`src/rtl/dmg_pkg.sv`:
```
// Shared types and defaults for the DMG LCD capture path.
package dmg_pkg;

    typedef enum logic [1:0] {
        ST_IDLE      = 2'd0,
        ST_WAIT_LINE = 2'd1,
        ST_ACTIVE    = 2'd2
    } lcd_state_e;

    localparam int DEF_H_ACTIVE = 160;
    localparam int DEF_V_ACTIVE = 144;
    localparam int SYNC_DEPTH   = 2;

    // Synchronized view of one asynchronous control pin.
    typedef struct packed {
        logic level;
        logic rise;
        logic fall;
    } sync_sig_t;

endpackage

```
`src/rtl/dmg_lcd_ctl.sv`:
```
// Line/frame tracking FSM that turns synchronized LCD events into VRAM writes.
module dmg_lcd_ctl
    import dmg_pkg::*;
#(
    parameter int H_ACTIVE = DEF_H_ACTIVE,
    parameter int V_ACTIVE = DEF_V_ACTIVE
) (
    input  logic        clk_12m,
    input  logic        rst,
    input  logic        clk_fall,
    input  logic        hs_rise,
    input  logic        vs_level,
    input  logic        ctl_level,
    input  logic [1:0]  pix_d,
    output logic [15:0] vramaddr,
    output logic [1:0]  vramdata,
    output logic        vramwe,
    output logic        frame_done,
    output logic        overrun,
    output lcd_state_e  state
);

    localparam logic [7:0] H_MAX = 8'(H_ACTIVE);
    localparam logic [7:0] V_END = 8'(V_ACTIVE);

    logic [7:0] xpos;
    logic [7:0] ypos;
    logic [7:0] y_next;

    assign y_next = vs_level ? 8'd0 : ypos + 8'd1;

    always_ff @(posedge clk_12m) begin
        if (rst) begin
            state      <= ST_IDLE;
            xpos       <= 8'd0;
            ypos       <= 8'd0;
            vramaddr   <= 16'd0;
            vramdata   <= 2'd0;
            vramwe     <= 1'b0;
            frame_done <= 1'b0;
            overrun    <= 1'b0;
        end else begin
            vramwe     <= 1'b0;
            frame_done <= 1'b0;
            if (!ctl_level) begin
                state <= ST_IDLE;
            end else begin
                case (state)
                    ST_IDLE, ST_WAIT_LINE: begin
                        if (hs_rise && vs_level) begin
                            state   <= ST_ACTIVE;
                            overrun <= 1'b0;
                            ypos    <= 8'd0;
                            // A pixel landing with the line start belongs to x=0 of the new line.
                            if (clk_fall) begin
                                vramwe   <= 1'b1;
                                vramaddr <= 16'd0;
                                vramdata <= pix_d;
                                xpos     <= 8'd1;
                            end else begin
                                xpos <= 8'd0;
                            end
                        end else if (hs_rise && state == ST_WAIT_LINE) begin
                            overrun <= 1'b1;
                        end
                    end
                    ST_ACTIVE: begin
                        if (hs_rise) begin
                            ypos <= y_next;
                            if (!vs_level && y_next == V_END) begin
                                state      <= ST_WAIT_LINE;
                                frame_done <= 1'b1;
                                xpos       <= 8'd0;
                            end else if (clk_fall) begin
                                vramwe   <= 1'b1;
                                vramaddr <= {y_next, 8'd0};
                                vramdata <= pix_d;
                                xpos     <= 8'd1;
                            end else begin
                                xpos <= 8'd0;
                            end
                        end else if (clk_fall) begin
                            if (xpos < H_MAX) begin
                                vramwe   <= 1'b1;
                                vramaddr <= {ypos, xpos};
                                vramdata <= pix_d;
                                xpos     <= xpos + 8'd1;
                            end else begin
                                overrun <= 1'b1;
                            end
                        end
                    end
                    default: state <= ST_IDLE;
                endcase
            end
        end
    end

endmodule

```
`src/rtl/sync_edge.sv`:
```
// Synchronizer for one asynchronous pin plus a history flop for rise/fall detection.
module sync_edge
    import dmg_pkg::*;
(
    input  logic clk_12m,
    input  logic rst,
    input  logic din,
    output logic level,
    output logic rise,
    output logic fall
);

    logic [SYNC_DEPTH-1:0] sync_q;
    logic                  hist_q;

    always_ff @(posedge clk_12m) begin
        if (rst) begin
            sync_q <= '0;
            hist_q <= 1'b0;
        end else begin
            sync_q <= {sync_q[SYNC_DEPTH-2:0], din};
            hist_q <= sync_q[SYNC_DEPTH-1];
        end
    end

    assign level = sync_q[SYNC_DEPTH-1];
    assign rise  = level & ~hist_q;
    assign fall  = hist_q & ~level;

endmodule

```
`src/rtl/dmg_lcd_rx.sv`:
```
// DMG LCD bus receiver: synchronizes the panel pins into clk_12m and writes pixels to VRAM.
module dmg_lcd_rx
    import dmg_pkg::*;
#(
    parameter int H_ACTIVE = DEF_H_ACTIVE,
    parameter int V_ACTIVE = DEF_V_ACTIVE
) (
    input  logic        clk_12m,
    input  logic        rst,
    input  logic        lcd_clk,
    input  logic        lcd_hsync,
    input  logic        lcd_vsync,
    input  logic        lcd_d0,
    input  logic        lcd_d1,
    input  logic        lcd_control,
    output logic [15:0] vramaddr,
    output logic [1:0]  vramdata,
    output logic        vramwe,
    output logic        frame_done,
    output logic        overrun,
    output logic [1:0]  dbg_state,
    output logic [11:0] dbg_sync
);

    sync_sig_t clk_s, hs_s, vs_s, ctl_s;
    lcd_state_e ctl_state;

    // Data bits take the same depth as lcd_clk so a detected fall sees matching data.
    logic [SYNC_DEPTH-1:0] d0_q, d1_q;

    always_ff @(posedge clk_12m) begin
        if (rst) begin
            d0_q <= '0;
            d1_q <= '0;
        end else begin
            d0_q <= {d0_q[SYNC_DEPTH-2:0], lcd_d0};
            d1_q <= {d1_q[SYNC_DEPTH-2:0], lcd_d1};
        end
    end

    sync_edge u_sync_clk (
        .clk_12m (clk_12m), .rst (rst), .din (lcd_clk),
        .level (clk_s.level), .rise (clk_s.rise), .fall (clk_s.fall)
    );
    sync_edge u_sync_hs (
        .clk_12m (clk_12m), .rst (rst), .din (lcd_hsync),
        .level (hs_s.level), .rise (hs_s.rise), .fall (hs_s.fall)
    );
    sync_edge u_sync_vs (
        .clk_12m (clk_12m), .rst (rst), .din (lcd_vsync),
        .level (vs_s.level), .rise (vs_s.rise), .fall (vs_s.fall)
    );
    sync_edge u_sync_ctl (
        .clk_12m (clk_12m), .rst (rst), .din (lcd_control),
        .level (ctl_s.level), .rise (ctl_s.rise), .fall (ctl_s.fall)
    );

    dmg_lcd_ctl #(
        .H_ACTIVE (H_ACTIVE),
        .V_ACTIVE (V_ACTIVE)
    ) u_ctl (
        .clk_12m    (clk_12m),
        .rst        (rst),
        .clk_fall   (clk_s.fall),
        .hs_rise    (hs_s.rise),
        .vs_level   (vs_s.level),
        .ctl_level  (ctl_s.level),
        .pix_d      ({d1_q[SYNC_DEPTH-1], d0_q[SYNC_DEPTH-1]}),
        .vramaddr   (vramaddr),
        .vramdata   (vramdata),
        .vramwe     (vramwe),
        .frame_done (frame_done),
        .overrun    (overrun),
        .state      (ctl_state)
    );

    assign dbg_state = ctl_state;
    assign dbg_sync  = {clk_s, hs_s, vs_s, ctl_s};

endmodule

```
`config.mk`:
```
export PLATFORM = sky130hd
export DESIGN_NAME = dmg_lcd_rx
export DESIGN_NICKNAME = d
export VERILOG_FILES = /design/src/rtl/dmg_pkg.sv /design/src/rtl/dmg_lcd_ctl.sv /design/src/rtl/sync_edge.sv /design/src/rtl/dmg_lcd_rx.sv
export SDC_FILE = /design/constraint.sdc
export NUM_CORES = 1
export LEC_CHECK = 0
export CAP_MARGIN = 30
export CORE_AREA = 2 2 72 74
export CTS_BUF_LIST = sky130_fd_sc_hd__clkbuf_8
export CTS_CLUSTER_SIZE = 28
export DETAILED_ROUTE_END_ITERATION = 8
export DIE_AREA = 0 0 74 76
export GPL_TIMING_DRIVEN = 0
export PLACE_DENSITY = 0.85
export SETUP_SLACK_MARGIN = 0.4
export SLEW_MARGIN = 20
export SYNTH_ARGS = -nofsm -noshare
export SYNTH_HDL_FRONTEND = slang
export SYNTH_SLANG_ARGS = --single-unit
```
`constraint.sdc`:
```
create_clock -name clk_12m -period 3.8 [get_ports clk_12m]
set_input_delay 0.38 -clock clk_12m [delete_from_list [all_inputs] [get_ports clk_12m]]
set_output_delay 0.38 -clock clk_12m [all_outputs]
set_load 0.02 [all_outputs]
```
== Word-level counts from Yosys, hierarchy flattened ==
Cells that the tools add are included.

* $lt $le $gt $ge: 1
* Eq/ne operators: 14
* Add/sub/neg operators: 2
* Reductions and logical operators: 15
* Muxes and demuxes: 44
* Bitwise logic cells: 18

{| class="wikitable"
|+ Operators with widths
! operator !! number
|-
| $mux 16 || 7
|-
| $mux 8 || 8
|-
| $pmux 16 s2 || 1
|-
| $pmux 8 s2 || 2
|-
| $mux 2 || 9
|-
| $add 8x1->8 const B || 2
|-
| $mux 1 || 13
|-
| $reduce_and 6->1 || 2
|-
| $ne 2x1->1 const B || 5
|-
| $not 1->1 || 10
|-
| $ne 3x1->1 const B || 3
|-
| $and 1x1->1 || 8
|-
| $eq 8x8->1 const B || 1
|-
| $lt 8x8->1 const B || 1
|-
| $pmux 2 s2 || 2
|-
| $reduce_and 7->1 || 1
|-
| $reduce_and 5->1 || 1
|-
| $ne 2x2->1 const B || 2
|-
| $pmux 1 s2 || 2
|-
| $reduce_and 4->1 || 1
|-
| $reduce_or 2->1 || 2
|-
| $reduce_or 4->1 || 1
|-
| $logic_and 1x1->1 || 3
|-
| $ne 3x3->1 const B || 1
|-
| 6 further kinds || 6
|}

* Input bits: 8
* Bits in registers: 55
* Word-level logic and storage cells: 112
* Output and inout port bits: 35

== Depth between registers and ports, before layout ==
* Depth in word-level cells: 7
* Depth in mapped cells: 8
* Depth with buffers taken out: 6

== Cells and area by module ==
A second synthesis with hierarchy kept.

* Cell total of the unflattened synthesis: 285
* Area, all modules: 2553.7 um^2

{| class="wikitable"
|+ By module, submodules not included
! module !! area each (um^2) !! instances !! seq. area each (um^2) !! cells an instance
|-
| dmg_lcd_ctl || 2083.2 || 1 || 780.7 || 245
|-
| sync_edge || 91.3 || 4 || 60.1 || 8
|-
| dmg_lcd_rx || 105.1 || 1 || 80.1 || 8
|}

== Worst setup path before layout ==
No wires, ideal clock.

* Kind: register to register
* From: register u_ctl.ypos[1]
* To: register u_ctl.vramaddr[9]
* Setup slack: 1.708 ns
* Data required time: 3.679 ns
* Period minus slack after synthesis: 2.092 ns
* Buffers on the path: 1
* Stages on the path, launching flop included: 8
* Data arrival time: 1.971 ns
* Library setup time: 0.121 ns
* Cells stage by stage: dfxtp_1 ha_1 buf_2 nand3_2 xnor2_1 nand3_1 o31ai_4 mux2_4

* Word-level cells in the longest chain between the ends: 6
* Elaborated cells between the ends (all ways): 12
* Classes of those cells: 1 x add/sub; 2 x eq/ne; 7 x mux; 2 x reduce/logical

{| class="wikitable"
|+ Ends and longest elaborated chain
! item !! line !! text
|-
| start: declaration || dmg_lcd_ctl.sv:27 || <nowiki>logic [7:0] ypos;</nowiki>
|-
| start signal: assignment || dmg_lcd_ctl.sv:69 || <nowiki>ypos <= y_next;</nowiki>
|-
| $add 8x1->8 || dmg_lcd_ctl.sv:30 || <nowiki>assign y_next = vs_level ? 8'd0 : ypos + 8'd1;</nowiki>
|-
| $mux 8 || dmg_lcd_ctl.sv:30 ||
|-
| $eq 8x8->1 / $mux 16 (equally long branches) || dmg_lcd_ctl.sv:70, dmg_lcd_ctl.sv:74 ||
|-
| $logic_and 1x1->1 / $mux 16 (equally long branches) || dmg_lcd_ctl.sv:70 || <nowiki>if (!vs_level && y_next == V_END) begin</nowiki>
|-
| $ne 3x3->1 (no line) / $mux 16 (equally long branches) || -- ||
|-
| $reduce_and 7->1 (no line) / $pmux 16 s2 (equally long branches) || -- ||
|-
| end signal: assignment || dmg_lcd_ctl.sv:76 || <nowiki>vramaddr <= {y_next, 8'd0};</nowiki>
|-
| end signal: assignment || dmg_lcd_ctl.sv:85 || <nowiki>vramaddr <= {ypos, xpos};</nowiki>
|-
| end: declaration || dmg_lcd_ctl.sv:15 || <nowiki>output logic [15:0] vramaddr,</nowiki>
|}

Several ways; a longest one is shown, not always the timed one. The select of a mux whose other input is x is not followed.
A chain may end at the register's enable or synchronous reset.

== Worst setup path after layout ==
* From: register u_sync_hs.sync_q[1]
* To: output port dbg_sync[7]

* Word-level cells in the longest chain between the ends: 1

{| class="wikitable"
|+ Ends and longest elaborated chain
! item !! line !! text
|-
| start: declaration || sync_edge.sv:13 || <nowiki>logic [SYNC_DEPTH-1:0] sync_q;</nowiki>
|-
| start signal: assignment || sync_edge.sv:21 || <nowiki>sync_q <= {sync_q[SYNC_DEPTH-2:0], din};</nowiki>
|-
| $and 1x1->1 || sync_edge.sv:27 || <nowiki>assign rise = level & ~hist_q;</nowiki>
|-
| end: declaration || dmg_lcd_rx.sv:22 || <nowiki>output logic [11:0] dbg_sync</nowiki>
|}

No other way between the ends.

==> key figures <==
Synth
  – Synth top area cells: dfxtp_1 (40%), mux2i_1 (6.1%), nor2b_1 (5.8%), nand2_1 (5.4%), a21oi_1 (4.1%)
  – Top_reg_cell synth: dfxtp_1
  – Synth top area share: 39.6%
  – Post-synth EDFFs: 0
  – Sequential fraction of the synthesis area: 39.6%
  – Yosys cell types: between 50 and 60
  – Post-Syn Area per Cell: 8.43 um2
  – Synth warn: 0
  – Most common cell in the netlist: dfxtp_1
  – Async S/R FF share, synth: 0%
  – Synth Register Bits: 55
  – Synth cell count leaders: dfxtp_1 (55), nand2_1 (40), nor2b_1 (26)
  – Cell Area, Synth: 2780 um2
  – Largest area contributor in the netlist: dfxtp_1
  – Post-Syn Nets: 340
  – Post-Syn Instances: between 300 and 400

Timing
  – Tcrit/Tclk final: just under 70%
  – Slew @ Worst Pin: 0.862 ns
  – Slew Limit Fails: 0
  – Peak Freq: between 0.3 and 0.4 GHz
  – Min Tclk post-route: 2.62 ns
  – RSZ-0062 raised after global routing: no
  – Final Hold Fails: 0
  – Setup tns final: 0 ns
  – Worst hold slack: approximately 0.44 ns
  – Final setup fails: 0
  – Max_slew headroom: between 40% and 50%
  – Fin Clk Skew: 0.00546 ns

Worst hold path
  – Hold Path Class: flip-flop to flip-flop

Final layout
  – Area delta synth->final: 21.3%
  – Number of antenna diodes: 0
  – Largest Register: u_ctl.vramaddr
  – Layout Cells excl Fill: 450
  – Max reg flops: 16
  – Layout cells sized above 1: about a tenth
  – Nets: between 300 and 400
  – Biggest regs: u_ctl.vramaddr: 16 flops, u_ctl.xpos: 8 flops, u_ctl.ypos: 8 flops

Critical path
  – Most common cell on crit path: clkbuf_1
  – Slowest cell on crit path: clkdlybuf4s50_1
  – Crit-path max cell delay: approximately 0.59 ns
  – Critical Path, Cell by Cell: nand2b_1 > clkbuf_1 > inv_2 > clkbuf_1 > buf_4 > clkdlybuf4s50_1
  – Setup crit start kind: flip-flop
  – Worst EP required: 3.42 ns
  – Crit. End Element: primary output
  – Arr. time, crit path: about 2.2 ns
  – CP Class: flip-flop to primary output
  – Worst-path fanout max: 10

Global route
  – Initial antenna violation count: 0
  – Largest net degree at the start of global routing: 17
  – Vias in the first global route: about 2.2k
  – Grt total ovfl: 0
  – First-pass GRT wire length: 10.4 mm
  – Overall Global Routing Usage: 23.4%

Routing
  – Routed WL: 5.92 mm
  – First drt pass iteration count: 5
  – DR vias/cell: approximately 5.4
  – Antenna Nets Post-Route: 0
  – DRT iter0 DRCs: 206
  – Via Count: 2427
  – DR WL/cell: ~13 um
  – Drt drc: 0

Clock network
  – # clock sinks: 55
  – CTS tree: built
  – # resized after CTS: 0
  – Post-CTS Setup Inserts: 0
  – CTS Hold Buffers Added: 0
  – Root Buffer: clkbuf_8
  – CTS HTree Levels: 2
  – Clock buffer depth: 2
  – Worst skew pair latency: 0.32 ns
  – Cts bufs inserted: 5
  – Worst-path clk slew: around 0.090 ns

Floorplanning
  – Core ar.: 4910 um2
  – DIE WIDTH: 74 um
  – I/O pin count: between 40 and 50
  – Die area: 5620 um2
  – Rows: 26
  – Die height: 76 um
  – Initial Util: between 50% and 60%

Power
  – Leakage: 1.30 nW
  – Pwr dens: 286 nW/um2
  – Peak VDD IR: 0.216 mV
  – Design Power: 963 uW

Place
  – Port bufs: 42
  – Post-DP HPWL: about 4.2 mm
  – GP Congestion: 0.911
  – Dpl cells: 442

Outcome
  – Outcome: finished, final reports clean

Flow run
  – Maxcap violations: 0
-- power by group --
| part | leakage, nW | total, mW | internal [mW] | switching [mW] |
|---|---|---|---|---|
| combinational | 0.810 | 0.0648 | 0.0295 | 0.0353 |
| sequential | 0.446 | 0.586 | 0.583 | 0.00264 |
| clock | 0.0453 | 0.313 | 0.126 | 0.187 |
-- metrics by stage --
step,cell area [um2],setup slack (ns),utilization [%]
global placement,3290,1.40,67.0
detailed placement,3290,1.39,67.0
global route,3370,1.00,68.7
finish,3370,1.18,68.7
floorplan,2780,1.71,-
CTS,3370,1.21,68.7
-- worst max-delay path: cells and delay by family (launching register included) --
family	cells	cell delay (ns)
DFF	1	0.39
and+or+nand+nor	1	0.07
buffers and inverters	5	1.46
-- cell type report --
cell class / count / area (um2)
plain buffers: 35 / 211
repair buffers: 42 / 420
multi-input cells: 234 / 1450
flip-flops and latches: 55 / 1100
clock inverters: 3 / 16.3
inverters: 6 / 22.5
fillers: 421 / 1540
clock buffers: 5 / 68.8
well taps: 70 / 87.6
-- cells in the final DEF, fill, tap and decap left out, types with 5 or more instances in the layout --
| cell | n |
|---|---|
| dfxtp_1 | 55 |
| buf_2 | 7 |
| nor2_1 | 21 |
| mux2i_1 | 17 |
| clkbuf_1 | 12 |
| a21oi_1 | 23 |
| nor2b_1 | 26 |
| inv_1 | 6 |
| nand3_1 | 10 |
| buf_4 | 12 |
| nor3_1 | 7 |
| clkbuf_8 | 5 |
| o21ai_1 | 10 |
| nand2_1 | 40 |
| o21ai_0 | 11 |
| clkdlybuf4s50_1 | 42 |
-- routing by layer --
metal / track usage [%] / up-vias / wire length (um)
li1: - / 1232 / -
met1: 31.6 / 1072 / 2630
met2: 35.7 / 109 / 2670
met3: 5.95 / 14 / 478
met4: 8.73 / 0 / 138
met5: 0 / - / 0
-- worst paths after layout --
check,startpoint,end,slack [ns],depth (start not counted)
worst min-delay path,u_sync_hs.sync_q[0],u_sync_hs.sync_q[1],0.44,1
worst max-delay path,u_sync_hs.sync_q[1],dbg_sync[7],1.18,6
worst min register to register,u_sync_hs.sync_q[0],u_sync_hs.sync_q[1],0.44,1
worst max register to register,u_ctl.ypos[1],u_ctl.vramaddr[4],1.33,8
-- cell families (layout without fill, tap and decap cells) --
kind of cell,count (synthesis),in the layout,synth area share (%)
fa+ha+maj,2,2,0.900
flops,55,55,39.6
xor+xnor,4,4,1.26
buf+inv,41,91,8.41
compound gates,71,71,16.4
simple gates,139,139,26.8
mux,18,18,6.66
(Power assumes the default switching activity.)
==> edit: new RTL, same settings <==
Make the reset (`rst`) asynchronous in 3 clocked blocks.
--- a/src/rtl/dmg_lcd_ctl.sv
+++ b/src/rtl/dmg_lcd_ctl.sv
@@ -30,5 +30,5 @@
     assign y_next = vs_level ? 8'd0 : ypos + 8'd1;
 
-    always_ff @(posedge clk_12m) begin
+    always_ff @(posedge clk_12m or posedge rst) begin
         if (rst) begin
             state      <= ST_IDLE;
--- a/src/rtl/sync_edge.sv
+++ b/src/rtl/sync_edge.sv
@@ -14,5 +14,5 @@
     logic                  hist_q;
 
-    always_ff @(posedge clk_12m) begin
+    always_ff @(posedge clk_12m or posedge rst) begin
         if (rst) begin
             sync_q <= '0;
--- a/src/rtl/dmg_lcd_rx.sv
+++ b/src/rtl/dmg_lcd_rx.sv
@@ -29,5 +29,5 @@
     logic [SYNC_DEPTH-1:0] d0_q, d1_q;
 
-    always_ff @(posedge clk_12m) begin
+    always_ff @(posedge clk_12m or posedge rst) begin
         if (rst) begin
             d0_q <= '0;
Function: differs if rst is asserted again (counterexample within 4 cycles, from zero or initial values and one cycle with rst high); with rst held inactive, the same outputs for 10 cycles.
==> edit against the original RTL <==
- area after synthesis decreased by 6.7%
- largest cell class is now sequential cells
- worst setup slack gained 67 ps
- wire length fell by 10%
- synthesized cell count shrank 25%
- final area down 4.6%
- highest routed layer unchanged
- sequential cell count is the same
Power is not compared: it rests on default switching activity, and its combinational part moved more than twofold at a synthesized area within 25%.
==> edit: results <==
[drt]
viasPerCell = 5.35
wl_per_cell_um = 14.4
firstDrtPassIters = 4
drt_iter0_drc = 188

[place]
portBuffers = 42
dpl.cell_count = 360
place_hpwl_um = 3800
routabilityCongestion = 0.921

[synth]
ys_async_sr_fraction_pct = 100
syn_nets = 257
ys_seq_area_share_pct = 53.0
synth_area_leaders = dfrtp_1, buf_4, o21ai_0
syn_avg_cell_area_sq_um = 10.5
synth.distinct_cells = 47
ys_top_cells_by_count = dfrtp_1, o21ai_0, nor2_1

[outcome]
status = complete, no violations

[global_routing]
met1_usage_pct = 31.0
use_met2_pct = 30.1
grt_pass1_wl_um = 9030
grt_pass1_vias = 1874
use_met3_pct = 4.23
grt_max_degree = 33
gr-usage-all-layers_pct = 20.7

[worst_setup_path]
worstPathArrival_ps = 2170
r2r-start = u_ctl.ypos[0]
startpoint = u_sync_vs.sync_q[1]
crit_end = dbg_sync[4]
worst_r2r_endpoint = u_ctl.vramaddr[11]
ff2ff_setup_slack_ps = 1350

[cts]
cts_buffers = 5
h-tree-depth = 2

[sta]
worst_pin_slew_ps = 897
final.setup_skew_ps = 7.73

[final_layout]
instances_no_fill = 368
drive_gt1_share_pct = 15.8
layout.nets = 307

[power]
p_leak_nw = 1.41

[min_path]
worstHoldStart = u_sync_clk.sync_q[0]
==> edit: critical path, stage by stage (launching register included) <==
cell             delay (ps)
dfrtp_1                 570
clkbuf_1                410
nor2b_1                 190
buf_4                   110
clkdlybuf4s50_1         580
==> edit: routing by layer <==
layer	wire, um	up-vias	part of all wire, %
met5	0	-	0
met4	79	0	1.5
met3	289	7	5.4
met2	2480	69	47
met1	2460	928	46
li1	-	966	-
==> edit: per-stage QoR <==
stage                     area (sq um)  setup WS (ps)
final                             3220           1250
after CTS                         3220           1260
after detailed placement          3120           1360
after global placement            3100           1140
after global routing              3220           1110
after floorplan                   2600           1610
==> edit: logic make-up (layout without fill, tap and decap cells) <==
family          Yosys count  count (layout)  synth area share [%]
compound gates           65              65                  16.2
xor+xnor                  6               6                  2.02
fa+ha+maj                 2               2                 0.964
buf+inv                  28              79                  7.18
flops                    55              55                  53.0
mux                       5               5                  2.89
simple gates             86              86                  17.7
==> edit: layout make-up <==
class,count,area [sq um]
buffer,24,171
clock buffer,5,68.8
sequential,55,1380
timing repair buffer,43,440
clock inverter,3,27.5
tap,70,87.6
multi-input combinational,164,1030
inverter,4,15.0
fill,402,1690
==> edit: worst min path at each step <==
stage / cells past startpoint / end / slack (ps)
after global placement: 0 / u_sync_hs.sync_q[1] / 330
final: 0 / u_sync_clk.sync_q[1] / 360
after CTS: 0 / u_sync_clk.sync_q[1] / 360
after detailed placement: 0 / u_sync_clk.sync_q[1] / 340
after global routing: 0 / u_sync_hs.sync_q[1] / 370
after floorplan: 0 / d0_q[1] / 330
==> edit: report_power, final <==
| part | switching (W) | leakage [nW] | internal, W |
|---|---|---|---|
| clock network | 0.000200 | 0.0467 | 0.000137 |
| registers | 0.0000215 | 0.724 | 0.000609 |
| logic | 0.0000726 | 0.639 | 0.0000725 |
| total | 0.000294 | 1.41 | 0.000819 |
